<file path="src/rtl/apb_pkg.sv">
// rtl/apb_pkg.sv - shared state type, response status layout and clog2 helper for the queued APB master
package apb_pkg;

  typedef enum logic [1:0] {
    ST_IDLE   = 2'd0,
    ST_SETUP  = 2'd1,
    ST_ACCESS = 2'd2,
    ST_DERR   = 2'd3
  } apb_state_t;

  localparam int RSP_ERR_BIT = 0;
  localparam int RSP_TO_BIT  = 1;
  localparam int RSP_STAT_W  = 2;

  function automatic int clog2(input int value);
    int r;
    r = 0;
    while ((1 << r) < value) r++;
    return r;
  endfunction

endpackage

</file>
<file path="src/rtl/apb_req_fifo.sv">
// rtl/apb_req_fifo.sv - synchronous request FIFO with occupancy count and asynchronous flush
module apb_req_fifo
  import apb_pkg::*;
#(
  parameter int WIDTH = 8,
  parameter int DEPTH = 4
) (
  input  logic                  clk,
  input  logic                  rst_n,
  input  logic                  push,
  input  logic [WIDTH-1:0]      din,
  input  logic                  pop,
  output logic [WIDTH-1:0]      dout,
  output logic                  full,
  output logic                  empty,
  output logic [clog2(DEPTH):0] count
);

  localparam int PTR_W = clog2(DEPTH);
  localparam int CNT_W = PTR_W + 1;

  logic [WIDTH-1:0] mem [DEPTH];
  logic [PTR_W-1:0] wr_ptr;
  logic [PTR_W-1:0] rd_ptr;
  logic             do_push;
  logic             do_pop;

  // A full FIFO refuses a push even when a pop frees a slot in the same cycle.
  assign full    = (count == CNT_W'(DEPTH));
  assign empty   = (count == '0);
  assign do_push = push && !full;
  assign do_pop  = pop && !empty;
  assign dout    = mem[rd_ptr];

  always_ff @(posedge clk) begin
    if (do_push) mem[wr_ptr] <= din;
  end

  always_ff @(posedge clk or negedge rst_n) begin
    if (!rst_n) begin
      wr_ptr <= '0;
      rd_ptr <= '0;
      count  <= '0;
    end else begin
      if (do_push) wr_ptr <= wr_ptr + PTR_W'(1);
      if (do_pop)  rd_ptr <= rd_ptr + PTR_W'(1);
      case ({do_push, do_pop})
        2'b10:   count <= count + CNT_W'(1);
        2'b01:   count <= count - CNT_W'(1);
        default: count <= count;
      endcase
    end
  end

endmodule

</file>
<file path="src/rtl/apb_master_queued.sv">
// rtl/apb_master_queued.sv - queued APB4 master with slave decode, timeout abort and per-transfer status
module apb_master_queued
  import apb_pkg::*;
#(
  parameter int  DATA_WIDTH     = 32,
  parameter int  ADDR_WIDTH     = 32,
  parameter int  SLAVE_NUM      = 4,
  parameter int  FIFO_DEPTH     = 4,
  parameter int  TIMEOUT_CYCLES = 16,
  localparam int STRB_W         = DATA_WIDTH / 8
) (
  input  logic                  PCLK,
  input  logic                  PRESET_n,
  input  logic                  req_valid,
  output logic                  req_ready,
  input  logic                  req_write,
  input  logic [ADDR_WIDTH-1:0] req_addr,
  input  logic [DATA_WIDTH-1:0] req_wdata,
  input  logic [STRB_W-1:0]     req_strb,
  output logic                  rsp_valid,
  output logic [DATA_WIDTH-1:0] rsp_rdata,
  output logic                  rsp_err,
  output logic                  rsp_timeout,
  output logic                  busy,
  output logic [ADDR_WIDTH-1:0] PADDR,
  output logic [SLAVE_NUM-1:0]  PSEL,
  output logic                  PENABLE,
  output logic                  PWRITE,
  output logic [DATA_WIDTH-1:0] PWDATA,
  output logic [STRB_W-1:0]     PSTRB,
  input  logic                  PREADY,
  input  logic [DATA_WIDTH-1:0] PRDATA,
  input  logic                  PSLVERR
);

  localparam int SEL_W = clog2(SLAVE_NUM);
  localparam int ENT_W = 1 + ADDR_WIDTH + DATA_WIDTH + STRB_W;
  localparam int CNT_W = clog2(FIFO_DEPTH) + 1;
  localparam int TO_W  = clog2(TIMEOUT_CYCLES + 1);

  apb_state_t            state, state_n;
  logic [ENT_W-1:0]      head;
  logic                  head_write;
  logic [ADDR_WIDTH-1:0] head_addr;
  logic [DATA_WIDTH-1:0] head_wdata;
  logic [STRB_W-1:0]     head_strb;
  logic [SEL_W-1:0]      head_idx;
  logic                  head_ok;
  logic                  fifo_full, fifo_empty;
  logic [CNT_W-1:0]      fifo_count;
  logic                  pop, load, done, abort;
  logic [TO_W-1:0]       to_cnt;
  logic [RSP_STAT_W-1:0] rsp_stat;

  apb_req_fifo #(.WIDTH(ENT_W), .DEPTH(FIFO_DEPTH)) u_fifo (
    .clk   (PCLK),
    .rst_n (PRESET_n),
    .push  (req_valid),
    .din   ({req_write, req_addr, req_wdata, req_strb}),
    .pop   (pop),
    .dout  (head),
    .full  (fifo_full),
    .empty (fifo_empty),
    .count (fifo_count)
  );

  assign {head_write, head_addr, head_wdata, head_strb} = head;
  assign head_idx  = head_addr[ADDR_WIDTH-1 -: SEL_W];
  assign head_ok   = (32'(head_idx) < SLAVE_NUM);
  assign req_ready = !fifo_full;
  assign busy      = (fifo_count != '0) || (state != ST_IDLE);

  always_comb begin
    state_n = state;
    pop     = 1'b0;
    load    = 1'b0;
    done    = 1'b0;
    abort   = 1'b0;
    case (state)
      ST_IDLE: begin
        if (!fifo_empty) begin
          pop     = 1'b1;
          load    = head_ok;
          state_n = head_ok ? ST_SETUP : ST_DERR;
        end
      end
      ST_SETUP: state_n = ST_ACCESS;
      ST_ACCESS: begin
        if (PREADY) begin
          done = 1'b1;
          // Chain straight into the next transfer so the bus never idles between queued requests.
          if (!fifo_empty) begin
            pop     = 1'b1;
            load    = head_ok;
            state_n = head_ok ? ST_SETUP : ST_DERR;
          end else begin
            state_n = ST_IDLE;
          end
        end else if (to_cnt == TO_W'(TIMEOUT_CYCLES - 1)) begin
          abort   = 1'b1;
          state_n = ST_IDLE;
        end
      end
      ST_DERR: state_n = ST_IDLE;
      default: state_n = ST_IDLE;
    endcase
  end

  always_ff @(posedge PCLK or negedge PRESET_n) begin
    if (!PRESET_n) state <= ST_IDLE;
    else           state <= state_n;
  end

  always_ff @(posedge PCLK or negedge PRESET_n) begin
    if (!PRESET_n) begin
      PSEL    <= '0;
      PADDR   <= '0;
      PWRITE  <= 1'b0;
      PWDATA  <= '0;
      PSTRB   <= '0;
      PENABLE <= 1'b0;
      to_cnt  <= '0;
    end else begin
      if (load) begin
        PSEL    <= SLAVE_NUM'(1) << head_idx;
        PADDR   <= head_addr;
        PWRITE  <= head_write;
        PWDATA  <= head_write ? head_wdata : '0;
        PSTRB   <= head_write ? head_strb : '0;
        PENABLE <= 1'b0;
      end else if (state_n == ST_ACCESS) begin
        PENABLE <= 1'b1;
      end else begin
        PSEL    <= '0;
        PADDR   <= '0;
        PWRITE  <= 1'b0;
        PWDATA  <= '0;
        PSTRB   <= '0;
        PENABLE <= 1'b0;
      end
      if (load)                             to_cnt <= '0;
      else if (state == ST_ACCESS && !PREADY) to_cnt <= to_cnt + TO_W'(1);
    end
  end

  always_ff @(posedge PCLK or negedge PRESET_n) begin
    if (!PRESET_n) begin
      rsp_valid <= 1'b0;
      rsp_rdata <= '0;
      rsp_stat  <= '0;
    end else begin
      rsp_valid              <= done || abort || (state == ST_DERR);
      rsp_rdata              <= (done && !PWRITE && !PSLVERR) ? PRDATA : '0;
      rsp_stat[RSP_ERR_BIT]  <= (done && PSLVERR) || abort || (state == ST_DERR);
      rsp_stat[RSP_TO_BIT]   <= abort;
    end
  end

  assign rsp_err     = rsp_stat[RSP_ERR_BIT];
  assign rsp_timeout = rsp_stat[RSP_TO_BIT];

endmodule

</file>
<file path="config.mk">
export PLATFORM = sky130hd
export DESIGN_NAME = apb_master_queued
export DESIGN_NICKNAME = d
export VERILOG_FILES = /design/src/rtl/apb_pkg.sv /design/src/rtl/apb_req_fifo.sv /design/src/rtl/apb_master_queued.sv
export SDC_FILE = /design/constraint.sdc
export NUM_CORES = 1
export LEC_CHECK = 0
export BUFFER_PORTS_ARGS = -buffer_cell sky130_fd_sc_hd__buf_2
export CORE_ASPECT_RATIO = 1.2
export CORE_MARGIN = 4
export CORE_UTILIZATION = 24
export DETAILED_ROUTE_END_ITERATION = 8
export PLACE_DENSITY = 0.48
export SYNTH_ARGS = -nofsm -noshare
export SYNTH_HDL_FRONTEND = slang
export SYNTH_SLANG_ARGS = --single-unit
</file>
<file path="constraint.sdc">
create_clock -name PCLK -period 4.1 [get_ports PCLK]
set_clock_uncertainty 0.1 [all_clocks]
set_input_delay 0.41 -clock PCLK [delete_from_list [all_inputs] [get_ports PCLK]]
set_output_delay 0.41 -clock PCLK [all_outputs]
set_load 0.01 [all_outputs]
</file>
# Word-level counts from Yosys, hierarchy flattened
# Memories as Yosys holds them, arrays and structs flattened.
# Index checks and enable logic that the tools add are counted.
# Widths: inputs -> output; s select.
[word_totals] ff_bits=123 ramBits=276 inputBits=106 out_inout_bits=111 wordCells=83 memories=1
[mem_list] name="u_fifo.mem" words=4 width=69 rd=1 rd_ports_with_merged_regs=0 wr=1 line_no="apb_req_fifo.sv:22" rtl="logic [WIDTH-1:0] mem [DEPTH];"
[classes] addsub=5 n_eq_ne=9 n_shift=1 n_mux=31 n_reduce_logical=22
[op_table] operator="$mux 32" n=5
[op_table] operator="$mux 4" n=4
[op_table] operator="$mux 1" n=14
[op_table] operator="$mux 5" n=2
[op_table] operator="$eq 2x2->1 const B" n=4
[op_table] operator="$pmux 2 s4" n=1
[op_table] operator="$logic_and 1x1->1" n=6
[op_table] operator="$mux 2" n=3
[op_table] operator="$pmux 3 s2" n=1
[op_table] operator="$reduce_bool 2->1" n=3
[op_table] operator="$add 5x1->5 const B" n=1
[op_table] operator="$eq 5x4->1 const B" n=1
[op_table] operator="$logic_not 1->1" n=5
[op_table] operator="$logic_or 1x1->1" n=5
[op_table] operator="$add 2x1->2 const B" n=2
[op_table] operator="$eq 2x1->1 const B" n=2
[op_table] operator="$shl 1x2->4 const A" n=1
[op_table] operator="$add 3x1->3 const B" n=1
[op_table] operator="$eq 3x3->1 const B" n=1
[op_table] operator="$logic_not 3->1" n=1
[op_table] operator="$reduce_bool 3->1" n=1
[op_table] operator="$sub 3x1->3 const B" n=1
[op_table] operator="$logic_not 2->1" n=1
[op_table] operator="$ne 2x1->1 const B" n=1
[op_table] operator="$pmux 1 s2" n=1

# Longest topological paths before layout
[depth] depth_word=7 mapped_depth=10

# By module
# From an unflattened synthesis, not the netlist that was laid out.
[hier_totals] cells_unflattened=677 area_unflattened_um2=14589.0
[by_module_without_submodules] mod="apb_req_fifo" n_inst=1 cells_per_inst=399 area_per_inst_um2=10456.3
[by_module_without_submodules] mod="apb_master_queued" n_inst=1 cells_per_inst=278 area_per_inst_um2=4132.7

# Worst setup path after synthesis
# OpenSTA, ideal clock, no wires.
[synth_path] kind="register -> register" startpoint="reg u_fifo.count[2]" endpoint="mem u_fifo.mem[0][0] in the netlist's numbering (enable)" t_arrival_ns=2.335 required_time_ns=3.565 slack_ns=1.230 path_stages_with_launch=3 path_buffers=0 period_less_slack_ns=2.870 path_cell_list="dfrtp_1 or3b_1 and3_1"
[synth_via] elab_chain_cells=5
[synth_lines] element="start, declared" line_no="apb_req_fifo.sv:16" rtl="output logic [clog2(DEPTH):0] count"
[synth_lines] element="start signal, assigned" line_no="apb_req_fifo.sv:48" rtl="2'b10: count <= count + CNT_W'(1);"
[synth_lines] element="start signal, assigned" line_no="apb_req_fifo.sv:49" rtl="2'b01: count <= count - CNT_W'(1);"
[synth_lines] element="start signal, assigned" line_no="apb_req_fifo.sv:50" rtl="default: count <= count;"
[synth_lines] element="$eq 3x3->1" line_no="apb_req_fifo.sv:29" rtl="assign full = (count == CNT_W'(DEPTH));"
[synth_lines] element="$logic_not 1->1"
[synth_lines] element="named net req_ready" line_no="apb_master_queued.sv:15" rtl="output logic req_ready,"
[synth_lines] element="$logic_and 1x1->1" line_no="apb_req_fifo.sv:31" rtl="assign do_push = push && !full;"
[synth_lines] element="$mux 1" line_no="apb_req_fifo.sv:36" rtl="if (do_push) mem[wr_ptr] <= din;"
[synth_lines] element="$mux 1 (not written as such)" line_no="apb_req_fifo.sv:36"
[synth_lines] element="end, declared" line_no="apb_req_fifo.sv:22"
# The timed path passes the listed nets, and every way through them passes these cells.

# Final worst setup path
[layout_path] startpoint="reg u_fifo.rd_ptr[0]" endpoint="reg PWDATA[9]"
[layout_via] elab_chain_cells=3
[layout_lines] element="start, declared" line_no="apb_req_fifo.sv:24" rtl="logic [PTR_W-1:0] rd_ptr;"
[layout_lines] element="start signal, assigned" line_no="apb_req_fifo.sv:46" rtl="if (do_pop) rd_ptr <= rd_ptr + PTR_W'(1);"
[layout_lines] element="$mem_v2 4x69"
[layout_lines] element="$mux 32" line_no="apb_master_queued.sv:128" rtl="PWDATA <= head_write ? head_wdata : '0;"
[layout_lines] element="$mux 32" line_no="apb_master_queued.sv:124" rtl="if (load) begin"
[layout_lines] element="end signal, assigned" line_no="apb_master_queued.sv:128"
[layout_lines] element="end, declared" line_no="apb_master_queued.sv:29" rtl="output logic [DATA_WIDTH-1:0] PWDATA,"
# No other way between the ends.
# A chain may end at the register's enable or synchronous reset.

==> flow_metrics.tcl <==
set metrics [dict create \
    status "finished clean" \
    yosys_register_bits 399 \
    reg2reg_slack_ns 1.37 \
    tightest_slew_ns 1.11 \
    dr.pass1.iters 4 \
    regToRegEndpoint "PWDATA[9]" \
    dp_cells 1664 \
    clk_pin_slew_worst_paths_ns 0.07 \
    reg2regPathDepth 3 \
    relSlewSlack_pct 26.3 \
    drv_slew 0 \
    cp-end-kind "flip-flop" \
    initial_utilization_pct 24.2 \
    antenna_found_initial 2 \
    port_buffers 216 \
    drcViolationCount 0 \
    power.total_mw 13.6 \
    cts_buffers 45 \
    synth_ff_type "edfxtp_1" \
    wl_per_cell_um 19.3 \
    sw_frac_of_total_pct 29.3 \
    post_cts_buffers 0 \
    yosysWarnings 0 \
    power_frac_seq_pct 42.6 \
    ctsRootBufferMaster "clkbuf_16" \
    ant_nets 0 \
    ir_drop_mv 0.381 \
    p_per_area_nw_per_um2 709 \
    synth.avg_cell_area_sq_um 21.5 \
    grt_max_degree 81 \
    htree_levels 2 \
    die_x_um 232 \
    crit_type "reg2reg" \
    finalNonFillerCells 1852 \
    die_area_sq_um 64200 \
    overflow 0 \
    fin_nets 1127 \
    drive_gt1_share_pct 36.2 \
    whs_path_depth 3 \
    die_h_um 277 \
    clock_latency_ns 0.57 \
    core-area_sq_um 59600 \
    routabilityCongestion 0.657 \
    regToRegStartpoint "u_fifo.rd_ptr[0]" \
    crit_path_max_fanout 37 \
    grt_pass1_vias 8357 \
    finalHoldViolCount 0 \
    routed_wl_um 35800 \
    detailedPlace.worstSlack_ns 1.31 \
    holdCritPathClass "in2reg" \
    viasPerCell 4.08 \
    fp-row-count 98 \
    period_needed_ns 2.73 \
    finalWorstSetupSlack_ns 1.37 \
    min-delay-start "PSLVERR" \
    cts.sinks 399 \
    leakagePower_nw 7.43 \
    async_reset_ff_share_pct 30.8 \
    synth_edf_count 276 \
    drt_iter0_drc 308 \
    whs_endpoint "rsp_stat[0]" \
    layout_common_cells "edfxtp_1, buf_2, dfrtp_1" \
    fillers 5846 \
    max_freq_mhz 367 \
    yosysSeqAreaShare_pct 78.7 \
    yosysUniqueCellTypes 38 \
    grt_pass1_wl_um 53500 \
    share_comb_of_total_power_pct 25.7 \
    final_util_pct 32.1 \
    setup_viol 0 \
    rsz0062_at_grt "false" \
    fin_setup_tns_ns 0 \
    cts-hold-fix-buffers 102 \
    grtUsageTotal_pct 11.0 \
    area_growth_pct 32.5 \
    synth_nets 786 \
    crit_required_ns 4.44 \
    startpoint "u_fifo.rd_ptr[0]" \
    post_cts_resized 0 \
    syn_area_sq_um 14400 \
    p_sw_mw 3.98 \
    final_common_cell "edfxtp_1" \
    dp_hpwl_um 20500 \
    start_kind "flip-flop" \
    arrival_ns 3.07 \
    min_period_over_period_pct 66.5 \
    num_io_pins 217 \
    cts_tree "built" \
    num_vias 7562 \
    maxCapViolCount 0 \
    p_int_mw 9.60 \
    power_frac_clock_pct 31.7 \
    clockBufferDepth 3 \
    syn_inst 672 \
]
## synth_stat cells (all sizes together) (2+ instances only)
master | number | area, sq um
nor2 | 5 | 18.8
a22o | 68 | 596
or3b | 2 | 17.5
and2 | 34 | 213
xnor2 | 6 | 52.6
or3 | 3 | 18.8
xor2 | 2 | 17.5
and3 | 5 | 31.3
inv | 4 | 15.0
and3b | 2 | 17.5
ha | 7 | 87.6
dfrtp | 123 | 3080
mux2 | 5 | 56.3
buf | 20 | 134
clkinv | 2 | 7.51
edfxtp | 276 | 8290
clkbuf | 18 | 67.6
a32o | 4 | 40.0
mux4 | 69 | 1550
nor3 | 2 | 10.0
## cells by family after synthesis
logic type                 synth area share (%)
AOI/OAI and AO/OA                          4.63
xor gates and xnor gates                  0.485
adders and majority gates                 0.745
buffers and inverters                      1.55
DFF                                        78.7
muxes                                      11.2
and+or+nand+nor                            2.69
## final cells by class
cell class                      instances  area [sq um]  share of cell area, %
Multi-Input combinational cell        229          2890                   15.1
Clock buffer                           63          1280                   6.67
Tap cell                              800          1000                   5.23
Clock inverter                         21           323                   1.69
Inverter                                6          22.5                  0.118
Antenna cell                            2          5.00                 0.0262
Timing Repair Buffer                  332          2250                   11.8
Sequential cell                       399         11400                   59.4
## per-stage QoR
stage	instance area, sq um	hold WS (ns)
after CTS	19100	0.0560
final	19100	0.114
after global routing	19100	0.104
after detailed placement	16500	0.377
after global placement	16500	0.372
after floorplan	14400	0.0144
## power by group through the flow
stage	Sequential, mW	Combinational (mW)	Clock, mW
6_report	5.78	3.49	4.31
5_1_grt	5.89	3.83	4.64
4_1_cts	5.81	3.63	4.49
3_5_place_dp	5.88	3.55	0
3_3_place_gp	5.87	3.50	0
2_1_floorplan	5.77	2.31	0
## sequential cells by signal, indices dropped and copies added (netlist names), 2 cells and up
| name | flops |
|---|---|
| rsp_stat | 2 |
| u_fifo.mem | 276 |
| u_fifo.count | 3 |
| PSTRB | 4 |
| to_cnt | 5 |
| PSEL | 4 |
| u_fifo.rd_ptr | 2 |
| PADDR | 32 |
| u_fifo.wr_ptr | 2 |
| rsp_rdata | 32 |
| state | 2 |
| PWDATA | 32 |
## worst max path at each step
stage          cells past startpoint               end
2_1_floorplan                      2  u_fifo.mem[0][0]
3_3_place_gp                       3         PWDATA[9]
3_5_place_dp                       3        PWDATA[10]
4_1_cts                            3        PWDATA[10]
5_1_grt                            3        PWDATA[18]
6_report                           3         PWDATA[9]
## metal layers
| layer | vias up | part of all wire (%) | global-route usage (%) |
|---|---|---|---|
| li1 | 3401 | - | - |
| met1 | 3895 | 43 | 14.0 |
| met2 | 208 | 49 | 18.6 |
| met3 | 58 | 5.8 | 2.95 |
| met4 | 0 | 2.2 | 3.02 |
| met5 | - | 0 | 0 |
## worst max-delay path: stages (launching register included)
cell and delay (ns):
dfrtp_4 0.91, mux4_2 0.58, and4b_2 0.61, a22o_1 0.33
Note: power is estimated with default switching activity, not from simulation.
